==> src/rtl/uart_load_pkg.sv <==
// Shared types and constants for the UART host-link load controller.
// Optional build macro: UART_LOAD_CHECKSUM_EN adds the S_CHK state.
package uart_load_pkg;

    // Host command field, bits [7:6] of a command byte (2'b11 is illegal)
    localparam logic [1:0] CMD_LOAD = 2'b00;
    localparam logic [1:0] CMD_RUN  = 2'b01;
    localparam logic [1:0] CMD_HOLD = 2'b10;

    // Default reply bytes
    localparam logic [7:0] DEF_ACK_BYTE = 8'hA5;
    localparam logic [7:0] DEF_ERR_BYTE = 8'hE1;

    typedef enum logic [3:0] {
        S_IDLE,
        S_LEN,
        S_HI,
        S_LO,
        S_WRITE,
        S_RUN,
        S_TX_HI,
        S_TX_LO,
        S_TX_ONE
`ifdef UART_LOAD_CHECKSUM_EN
        , S_CHK
`endif
    } state_t;

    function automatic logic is_tx_state(state_t s);
        return (s == S_TX_HI) || (s == S_TX_LO) || (s == S_TX_ONE);
    endfunction

endpackage

==> src/rtl/uart_load_ctrl_if.sv <==
// Host UART / CPU load-port bundle. The controller is the slave side;
// the UART pair and the CPU together form the master side.
interface uart_load_ctrl_if;
    logic        rx_valid;
    logic [7:0]  rx_data;
    logic        tx_ready;
    logic        tx_valid;
    logic [7:0]  tx_data;
    logic        cpu_reset;
    logic        uart_en;
    logic [15:0] uart_data;
    logic [1:0]  uart_sel;
    logic        cpu_done;
    logic [15:0] cpu_result;
    logic        busy;

    modport master (
        output rx_valid, rx_data, tx_ready, cpu_done, cpu_result,
        input  tx_valid, tx_data, cpu_reset, uart_en, uart_data, uart_sel, busy
    );

    modport slave (
        input  rx_valid, rx_data, tx_ready, cpu_done, cpu_result,
        output tx_valid, tx_data, cpu_reset, uart_en, uart_data, uart_sel, busy
    );
endinterface

==> src/rtl/uart_load_ctrl_assembler.sv <==
// Pairs a high byte and a low byte into a 16-bit word; word_vld pulses
// for one cycle, the cycle after the low byte is taken.
module uart_word_assembler (
    input  logic        clk,
    input  logic        reset,
    input  logic        hi_we,
    input  logic        lo_we,
    input  logic [7:0]  byte_in,
    output logic [15:0] word,
    output logic        word_vld
);
    logic [7:0] hi_q;

    // Hold the high byte, then publish the full word with a one-cycle strobe
    always_ff @(posedge clk) begin
        if (reset) begin
            hi_q     <= '0;
            word     <= '0;
            word_vld <= 1'b0;
        end else begin
            word_vld <= lo_we;
            if (hi_we) hi_q <= byte_in;
            if (lo_we) word <= {hi_q, byte_in};
        end
    end
endmodule

==> src/rtl/uart_load_ctrl.sv <==
// Host-link sequencer: decodes host commands, streams words into the CPU
// load port, runs the CPU and returns its 16-bit result over TX.
// Optional build macro: UART_LOAD_CHECKSUM_EN (trailing XOR byte on LOAD).
module uart_load_ctrl
    import uart_load_pkg::*;
#(
    parameter int unsigned RUN_TIMEOUT = 65535,
    parameter logic [7:0]  ACK_BYTE    = DEF_ACK_BYTE,
    parameter logic [7:0]  ERR_BYTE    = DEF_ERR_BYTE
) (
    input  logic             clk,
    input  logic             reset,
    uart_load_ctrl_if.slave  bus
);
    localparam int          TW      = $clog2(RUN_TIMEOUT + 2);
    localparam logic [TW-1:0] TMO_MAX = TW'(RUN_TIMEOUT);

    state_t          state_q, state_d;
    logic [8:0]      cnt_q;          // words left; 256 fits for N=0
    logic [TW-1:0]   tmo_q;
    logic [7:0]      tx_data_q;
    logic [7:0]      res_lo_q;
    logic [1:0]      sel_q;
    logic            cpu_reset_q;
    logic            last_word;
    logic [1:0]      cmd;
`ifdef UART_LOAD_CHECKSUM_EN
    logic [7:0]      chk_q;
`endif

    assign cmd       = bus.rx_data[7:6];
    assign last_word = (cnt_q == 9'd1);

    uart_word_assembler u_asm (
        .clk      (clk),
        .reset    (reset),
        .hi_we    ((state_q == S_HI) && bus.rx_valid),
        .lo_we    ((state_q == S_LO) && bus.rx_valid),
        .byte_in  (bus.rx_data),
        .word     (bus.uart_data),
        .word_vld (bus.uart_en)
    );

    // State register
    always_ff @(posedge clk) begin
        if (reset) state_q <= S_IDLE;
        else       state_q <= state_d;
    end

    // Next-state decode; bytes arriving outside IDLE/LEN/HI/LO/CHK are dropped
    always_comb begin
        state_d = state_q;
        unique case (state_q)
            S_IDLE: if (bus.rx_valid) begin
                unique case (cmd)
                    CMD_LOAD: state_d = S_LEN;
                    CMD_RUN:  state_d = S_RUN;
                    CMD_HOLD: state_d = S_IDLE;
                    default:  state_d = S_TX_ONE;
                endcase
            end
            S_LEN:   if (bus.rx_valid) state_d = S_HI;
            S_HI:    if (bus.rx_valid) state_d = S_LO;
            S_LO:    if (bus.rx_valid) state_d = S_WRITE;
`ifdef UART_LOAD_CHECKSUM_EN
            S_WRITE: state_d = last_word ? S_CHK : S_HI;
            S_CHK:   if (bus.rx_valid) state_d = S_TX_ONE;
`else
            S_WRITE: state_d = last_word ? S_TX_ONE : S_HI;
`endif
            S_RUN: begin
                if (bus.cpu_done)          state_d = S_TX_HI;
                else if (tmo_q == TMO_MAX) state_d = S_TX_ONE;
            end
            S_TX_HI:  if (bus.tx_ready) state_d = S_TX_LO;
            S_TX_LO:  if (bus.tx_ready) state_d = S_IDLE;
            S_TX_ONE: if (bus.tx_ready) state_d = S_IDLE;
            default:  state_d = S_IDLE;
        endcase
    end

    // Datapath: counters, CPU reset, select latch and the outgoing byte
    always_ff @(posedge clk) begin
        if (reset) begin
            cnt_q       <= '0;
            tmo_q       <= '0;
            tx_data_q   <= '0;
            res_lo_q    <= '0;
            sel_q       <= '0;
            cpu_reset_q <= 1'b1;
`ifdef UART_LOAD_CHECKSUM_EN
            chk_q       <= '0;
`endif
        end else begin
            unique case (state_q)
                S_IDLE: if (bus.rx_valid) begin
                    unique case (cmd)
                        CMD_LOAD: begin
                            sel_q       <= bus.rx_data[1:0];
                            cpu_reset_q <= 1'b1;
                        end
                        CMD_RUN: begin
                            tmo_q       <= '0;
                            cpu_reset_q <= 1'b0;
                        end
                        CMD_HOLD: cpu_reset_q <= 1'b1;
                        default:  tx_data_q   <= ERR_BYTE;
                    endcase
                end
                S_LEN: if (bus.rx_valid) begin
                    cnt_q <= (bus.rx_data == 8'd0) ? 9'd256 : {1'b0, bus.rx_data};
`ifdef UART_LOAD_CHECKSUM_EN
                    chk_q <= '0;
`endif
                end
`ifdef UART_LOAD_CHECKSUM_EN
                S_HI, S_LO: if (bus.rx_valid) chk_q <= chk_q ^ bus.rx_data;
                S_CHK: if (bus.rx_valid)
                    tx_data_q <= (bus.rx_data == chk_q) ? ACK_BYTE : ERR_BYTE;
                S_WRITE: cnt_q <= cnt_q - 9'd1;
`else
                S_WRITE: begin
                    cnt_q <= cnt_q - 9'd1;
                    if (last_word) tx_data_q <= ACK_BYTE;
                end
`endif
                // Done beats timeout when both land in the same cycle
                S_RUN: begin
                    if (bus.cpu_done) begin
                        tx_data_q   <= bus.cpu_result[15:8];
                        res_lo_q    <= bus.cpu_result[7:0];
                        cpu_reset_q <= 1'b1;
                    end else if (tmo_q == TMO_MAX) begin
                        tx_data_q   <= ERR_BYTE;
                        cpu_reset_q <= 1'b1;
                    end else begin
                        tmo_q <= tmo_q + 1'b1;
                    end
                end
                S_TX_HI: if (bus.tx_ready) tx_data_q <= res_lo_q;
                default: ;
            endcase
        end
    end

    // Outputs decoded from state plus the registered datapath values
    always_comb begin
        bus.tx_valid  = is_tx_state(state_q);
        bus.busy      = (state_q != S_IDLE);
        bus.tx_data   = tx_data_q;
        bus.cpu_reset = cpu_reset_q;
        bus.uart_sel  = sel_q;
    end
endmodule

==> src/flat_wrapper.sv <==
// flat-port wrapper written by rule: the top's interface ports become plain ports
module uart_load_ctrl_flat import uart_load_pkg::*;
#(
    parameter int unsigned RUN_TIMEOUT = 65535,
    parameter logic [7:0]  ACK_BYTE    = DEF_ACK_BYTE,
    parameter logic [7:0]  ERR_BYTE    = DEF_ERR_BYTE
)
  (clk, reset, bus_rx_valid, bus_rx_data, bus_tx_ready, bus_cpu_done, bus_cpu_result, bus_tx_valid, bus_tx_data, bus_cpu_reset, bus_uart_en, bus_uart_data, bus_uart_sel, bus_busy);
  uart_load_ctrl_if bus_i ();
  input  logic clk;
  input  logic reset;
  input wire logic [$bits(bus_i.rx_valid)-1:0] bus_rx_valid;
  input wire logic [$bits(bus_i.rx_data)-1:0] bus_rx_data;
  input wire logic [$bits(bus_i.tx_ready)-1:0] bus_tx_ready;
  input wire logic [$bits(bus_i.cpu_done)-1:0] bus_cpu_done;
  input wire logic [$bits(bus_i.cpu_result)-1:0] bus_cpu_result;
  output wire logic [$bits(bus_i.tx_valid)-1:0] bus_tx_valid;
  output wire logic [$bits(bus_i.tx_data)-1:0] bus_tx_data;
  output wire logic [$bits(bus_i.cpu_reset)-1:0] bus_cpu_reset;
  output wire logic [$bits(bus_i.uart_en)-1:0] bus_uart_en;
  output wire logic [$bits(bus_i.uart_data)-1:0] bus_uart_data;
  output wire logic [$bits(bus_i.uart_sel)-1:0] bus_uart_sel;
  output wire logic [$bits(bus_i.busy)-1:0] bus_busy;
  assign bus_i.rx_valid = bus_rx_valid;
  assign bus_i.rx_data = bus_rx_data;
  assign bus_i.tx_ready = bus_tx_ready;
  assign bus_i.cpu_done = bus_cpu_done;
  assign bus_i.cpu_result = bus_cpu_result;
  assign bus_tx_valid = bus_i.tx_valid;
  assign bus_tx_data = bus_i.tx_data;
  assign bus_cpu_reset = bus_i.cpu_reset;
  assign bus_uart_en = bus_i.uart_en;
  assign bus_uart_data = bus_i.uart_data;
  assign bus_uart_sel = bus_i.uart_sel;
  assign bus_busy = bus_i.busy;
  uart_load_ctrl #(.RUN_TIMEOUT(RUN_TIMEOUT), .ACK_BYTE(ACK_BYTE), .ERR_BYTE(ERR_BYTE)) u_core (.clk(clk), .reset(reset), .bus(bus_i));
endmodule
==> config.mk <==
export PLATFORM = sky130hd
export DESIGN_NAME = uart_load_ctrl_flat
export DESIGN_NICKNAME = d
export VERILOG_FILES = /design/src/rtl/uart_load_pkg.sv /design/src/rtl/uart_load_ctrl_if.sv /design/src/rtl/uart_load_ctrl_assembler.sv /design/src/rtl/uart_load_ctrl.sv /design/src/flat_wrapper.sv
export SDC_FILE = /design/constraint.sdc
export NUM_CORES = 1
export LEC_CHECK = 0
export ABC_AREA = 1
export CAP_MARGIN = 20
export CORE_MARGIN = 2
export CORE_UTILIZATION = 49
export CTS_BUF_LIST = sky130_fd_sc_hd__clkbuf_16
export DETAILED_ROUTE_END_ITERATION = 16
export GPL_TIMING_DRIVEN = 0
export PLACE_DENSITY = 0.75
export SYNTH_ARGS = -nofsm -noshare
export SYNTH_HDL_FRONTEND = slang
export SYNTH_HIERARCHICAL = 1
export SYNTH_SLANG_ARGS = --single-unit
==> constraint.sdc <==
create_clock -name clk -period 2 [get_ports clk]
set_input_delay 0.3 -clock clk [delete_from_list [all_inputs] [get_ports clk]]
set_output_delay 0.3 -clock clk [all_outputs]
set_load 0.005 [all_outputs]
=== Word level (Yosys, flattened, before mapping) ===
Cells that the tools add are included.

* Flip-flop bits (word level): 74
* Bits of input ports: 29
* Output and inout port bits: 30

* Add/subtract/negate cells: 2
* Equality and inequality tests: 25
* Muxes and demuxes: 31
* Reduce and logical (&&, ||, !) cells: 21

{| class="wikitable"
|+ Operator list
! cell !! count
|-
| $mux W17 || 4
|-
| $mux W8 || 6
|-
| $mux W4 || 9
|-
| $pmux W17 S2 || 1
|-
| $pmux W4 S8 || 1
|-
| $pmux W8 S4 || 1
|-
| $mux W9 || 2
|-
| $pmux W9 S2 || 1
|-
| $add A17 B1 Y17 const B || 1
|-
| $eq A17 B16 Y1 const B || 1
|-
| $eq A4 B3 Y1 const B || 4
|-
| $ne A2 B2 Y1 const B || 8
|-
| $pmux W4 S3 || 1
|-
| $eq A9 B1 Y1 const B || 1
|-
| $sub A9 B1 Y9 const B || 1
|-
| $eq A4 B2 Y1 const B || 2
|-
| $logic_not A8 Y1 || 1
|-
| $reduce_bool A4 Y1 || 2
|-
| $reduce_and A7 Y1 || 1
|-
| $ne A2 B1 Y1 const B || 3
|-
| $ne A3 B2 Y1 const B || 2
|-
| $reduce_and A6 Y1 || 1
|-
| $reduce_and A5 Y1 || 1
|-
| $eq A4 B1 Y1 const B || 1
|-
| 15 further kinds || 23
|}

=== Longest topological paths before layout ===
* Depth in word-level cells: 5
* Depth in mapped cells: 16
* Depth with buffers taken out: 16

=== Cells and area by module ===
Netlist, hierarchy kept.

{| class="wikitable"
|+ By module, submodules not included
! module !! times used !! cells an instance !! area an instance (um^2)
|-
| uart_load_ctrl || 1 || 444 || 2,807.7
|-
| uart_word_assembler || 1 || 148 || 1,017.2
|}

=== Worst setup path after synthesis ===
No wires, ideal clock.

* Kind: reg2reg
* Start point: register u_core.tmo_q[0]
* End point: register u_core.state_q[3]
* Setup time: 132 ps
* Data arrival time: 1,878 ps
* Data required time: 1,868 ps
* Slack: -10 ps
* Stages on the path, launching flop included: 16
* Path buffers: 0
* Clock period less this slack: 2,010 ps
* Path through: dfxtp_1 > ha_1 > inv_1 > nor2_1 > nand3_1 > inv_1 > nand3_1 > nor2_1 > ha_1 > nor2_1 > nand3_2 > nand2_1 > nor2_1 > nand2_1 > nand2_1 > a21oi_1

* Longest elaborated chain between the ends: 3

{| class="wikitable"
|+ Ends and longest elaborated chain
! element !! RTL line !! text
|-
| start: declaration || uart_load_ctrl.sv:20 || <nowiki>logic [TW-1:0] tmo_q;</nowiki>
|-
| start signal: assignment || uart_load_ctrl.sv:137 || <nowiki>tmo_q <= tmo_q + 1'b1;</nowiki>
|-
| $eq A17 B16 Y1 || uart_load_ctrl.sv:73 || <nowiki>else if (tmo_q == TMO_MAX) state_d = S_TX_ONE;</nowiki>
|-
| $ne A3 B2 Y1 (no source line) || -- ||
|-
| $reduce_and A7 Y1 (no source line) || -- ||
|-
| end signal: assignment || uart_load_ctrl.sv:47 || <nowiki>else state_q <= state_d;</nowiki>
|-
| end: declaration || uart_load_ctrl.sv:18 || <nowiki>state_t state_q, state_d;</nowiki>
|}

No other way between the ends.
A chain may end at the register's enable or synchronous reset.

=== Worst setup path in the final report ===
* Start point: register u_core.tmo_q[1]
* End point: register u_core.tx_data_q[0] (netlist: u_core/bus.tx_data[0])

* Longest elaborated chain between the ends: 3

{| class="wikitable"
|+ Ends and longest elaborated chain
! element !! RTL line !! text
|-
| $eq A17 B16 Y1 || uart_load_ctrl.sv:133 || <nowiki>end else if (tmo_q == TMO_MAX) begin</nowiki>
|-
| $ne A3 B2 Y1 (no source line) || -- ||
|-
| $reduce_and A6 Y1 (no source line) || -- ||
|-
| end signal: assignment || uart_load_ctrl.sv:130 || <nowiki>tx_data_q <= bus.cpu_result[15:8];</nowiki>
|-
| end signal: assignment || uart_load_ctrl.sv:140 || <nowiki>S_TX_HI: if (bus.tx_ready) tx_data_q <= res_lo_q;</nowiki>
|-
| end: declaration || uart_load_ctrl.sv:21 || <nowiki>logic [7:0] tx_data_q;</nowiki>
|}

No other way between the ends.

==> out/results.tsv <==
metric	value	unit
port_buffers	58	
cp.required	2.23	ns
hp-start	u_core/res_lo_q[7]$_SDFFE_PP0P_	
arrival	2.29	ns
die_w	92.4	µm
grt_pass1_wl	17.2	mm
netSwitchingFraction	37.0	%
drt_iter0_markers	189	
final_area	5340	µm²
cp_num_buf_inv	3	
path_cells	ha_4, inv_2, nor2_4, nand3_2, inv_2, nand3_2, nor2_2, ha_2, nor2_4, nand3_4, nand2_4, nor2_4, buf_6, nand3_2, nand2_1, nor2_1	
cp_slowest_cell	dfxtp_2	
drv_slew	0	
num_rows	32	
drc	0	
fmax	485	MHz
total_power	5.84	mW
worst_slack	-0.0598	ns
fin_cells	789	
p_comb_share	39.3	%
hold_viol_final	0	
hold_path_class	reg2reg	
vias	4158	
ios	59	
violations	negative setup slack	
p_int	3.68	mW
drv_cap	0	
final.period_utilization	103	%
setup_viol	11	
antenna_found_initial	0	
fillers	631	
irDropWorstVdd	0.000646	V
holdPathStages	2	
via_per_inst	5.27	
synth_area_leaders	dfxtp_1 (39%), nand2_1 (15%), nor2_1 (11%)	
pwr-share-clk	28.6	%
h-tree-depth	3	
clk-insertion-delay-late	0.33	ns
wl	10.7	mm
crit_path_start_kind	flop	
clockBufferDepth	2	
grt_max_degree	16	
yosysTopAreaCellShare	38.7	%
slew_headroom	58.1	%
start_util	50.0	%
first_pass_iters	5	
grt_overflow	0	
rr_worst_depth	16	
critPathTopFamily	simple AND/OR/NAND/NOR gates	
postRouteAntennaNets	0	
placed_cell_area	4540	µm²
syn_avg_cell_area	6.46	µm²
critPathKind	reg2reg	
design.die.area	8530	µm²
hpwl	6.92	mm
hold_buffers	0	
fp.dieH	92.4	µm
whs_endpoint	u_core/res_lo_q[7]$_SDFFE_PP0P_	
powerDensity	1090	nW/µm²
syn-num-nets	625	
grt_use_total	25.0	%
status	finished, violations left	
placed_cells	752	
clk_pin_slew	0.06	ns
clock-sinks	74	
rsz0062_at_grt	yes	
wl_per_cell	13.5	µm
path_max_fanout	4	
grt_pass1_vias	3874	
cts_made_buffers	9	
coreArea	7650	µm²
cpPeakStageDelay	0.36	ns
final.min_clock_period	2.06	ns
place.gp.congestion	0.879	
antenna_cells	0	
power_frac_seq	32.1	%
max_slew.worst_pin.slew	0.628	ns
syn_area	3820	µm²
drive_gt1_share	18.5	%
r2r_end	u_core/bus.tx_data[0]$_SDFFE_PP0P_	
power_leakage	2.18	nW
synth_area_leader_cell	dfxtp_1	
clock_skew	0.00686	ns
endpoint_kind	flop	
ys_ff_latch	74	
cts_root_buffer	clkbuf_16	
finalNetCount	715	
syn_to_final_growth	39.5	%
yosysWarnings	6	
switchingPower	2.16	mW
synthCells	592	
r2r_start	u_core/tmo_q[1]$_SDFFE_PP0P_	
r2r_setup_slack	-0.06	ns
ys_seq_area_share	38.7	%
cts_tree	built	
synth_cell_type_count	31	
==> registers in the layout, summed over array words and instances, names as in the netlist <==
signal                 count
u_core/state_q             4
u_core/u_asm/hi_q          8
u_core/u_asm/word         16
u_core/bus.tx_data         8
u_core/tmo_q              17
u_core/bus.cpu_reset       1
u_core/res_lo_q            8
u_core/u_asm/word_vld      1
u_core/cnt_q               9
u_core/bus.uart_sel        2
==> cells in the mapped netlist <==
master	instances
buf_6	7
dfxtp_1	74
a21boi_1	1
nor2_4	3
nor2_1	117
nor3b_1	2
buf_4	3
or2_0	1
clkbuf_1	3
nor3_1	8
buf_2	4
ha_1	4
o21ai_1	5
nand4_1	4
o21bai_1	3
o21ai_0	20
or2_2	2
o221ai_1	1
nand3_1	45
nand3_2	2
nand2_1	151
inv_2	4
inv_1	67
o211ai_1	2
o22ai_1	2
a31oi_1	3
a21oi_1	38
nor2_2	5
xor2_1	1
nand2_2	4
nand3b_1	6
==> worst max-delay path by stage <==
stage                                             from                            endpoint  slack (ns)  cells after the start
final                     u_core/tmo_q[1]$_SDFFE_PP0P_  u_core/bus.tx_data[0]$_SDFFE_PP0P_       -0.06                     16
after global routing      u_core/tmo_q[7]$_SDFFE_PP0P_  u_core/bus.tx_data[1]$_SDFFE_PP0P_       -0.19                     15
after CTS                 u_core/tmo_q[1]$_SDFFE_PP0P_  u_core/bus.tx_data[5]$_SDFFE_PP0P_      -0.005                     16
after detailed placement  u_core/tmo_q[0]$_SDFFE_PP0P_      u_core/state_q[3]$_SDFFE_PP0P_       -0.37                     15
after global placement    u_core/tmo_q[0]$_SDFFE_PP0P_      u_core/state_q[1]$_SDFFE_PP0P_       -0.37                     15
after floorplan           u_core/tmo_q[0]$_SDFFE_PP0P_      u_core/state_q[3]$_SDFFE_PP0P_        0.02                     15
==> cells in the final DEF, fill, tap and decap left out, types with 4 or more instances in the layout <==
cell             instances
clkdlybuf4s50_1         57
nand2_2                  8
clkbuf_16                9
nor2_4                   9
dfxtp_1                 66
nor3_1                   6
nor2_2                   8
nand3b_1                 6
nand3_2                  9
inv_2                    7
o21ai_2                  4
nand3_1                 36
buf_4                   15
nand2_4                  4
nand4_1                  4
o21ai_0                 17
buf_6                   15
nand2_1                142
a21oi_2                  5
nor2_1                 108
a21oi_1                 33
dfxtp_2                  5
inv_1                   63
o21ai_1                  4
==> per-stage QoR <==
stage,setup TNS (ns),util (%),hold WS [ns],setup WS [ns]
CTS,-0.0154,67.3,0.461,-0.00545
global route,-3.02,69.8,0.484,-0.195
finish,-0.393,69.8,0.455,-0.0598
global placement,-7.99,59.3,0.446,-0.371
detailed placement,-8.50,59.3,0.454,-0.373
floorplan,0,-,0.369,0.0221
==> what timing repair did <==
action,4_1_cts,5_1_grt
endpoints found under the setup margin,30,32
pin swaps,16,18
cloned,4,0
resized for setup,49,48
setup buffers,13,4
==> power by group through the flow <==
stage | Clock (mW) | Combinational [mW] | Sequential (mW)
detailed placement | 0 | 1.84 | 1.88
CTS | 1.69 | 2.14 | 1.86
floorplan | 0 | 1.26 | 1.87
global route | 1.76 | 2.54 | 1.90
global placement | 0 | 1.82 | 1.87
finish | 1.67 | 2.30 | 1.88
==> routing by layer <==
| metal | up-vias | part of all wire (%) | GRT usage, % |
|---|---|---|---|
| met5 | - | 0 | 0 |
| met4 | 0 | 1.8 | 8.58 |
| met3 | 20 | 6.9 | 5.29 |
| met2 | 159 | 49 | 42.9 |
| met1 | 1920 | 42 | 31.1 |
| li1 | 2059 | - | - |
==> layout make-up <==
cell class              instances  area [µm²]  share of cell area (%)
plain buffers                  17         144                    2.70
well taps                     102         128                    2.39
inverters                      71         279                    5.23
repair buffers                 77         748                    14.0
multi-input cells             432        2230                    41.8
flip-flops and latches         74        1500                    28.1
clock inverters                 7        82.6                    1.55
clock buffers                   9         225                    4.22
==> kinds of logic after synthesis <==
| logic type | count (synthesis) | synth area share (%) |
|---|---|---|
| adder cells (fa/ha/maj) | 4 | 1.31 |
| AND/OR/NAND/NOR | 350 | 38.8 |
| buffers and inverters | 88 | 10.4 |
| AO/OA/AOI/OAI | 75 | 10.5 |
| XOR/XNOR | 1 | 0.229 |
| flip-flops | 74 | 38.7 |
==> tightest hold or removal path: cells and delay by family, from the launching register on <==
family	cells	cell delay (ns)
buf+inv	1	0.06
compound gates	1	0.06
flops	1	0.29
Power figures use the tool's default switching activity.
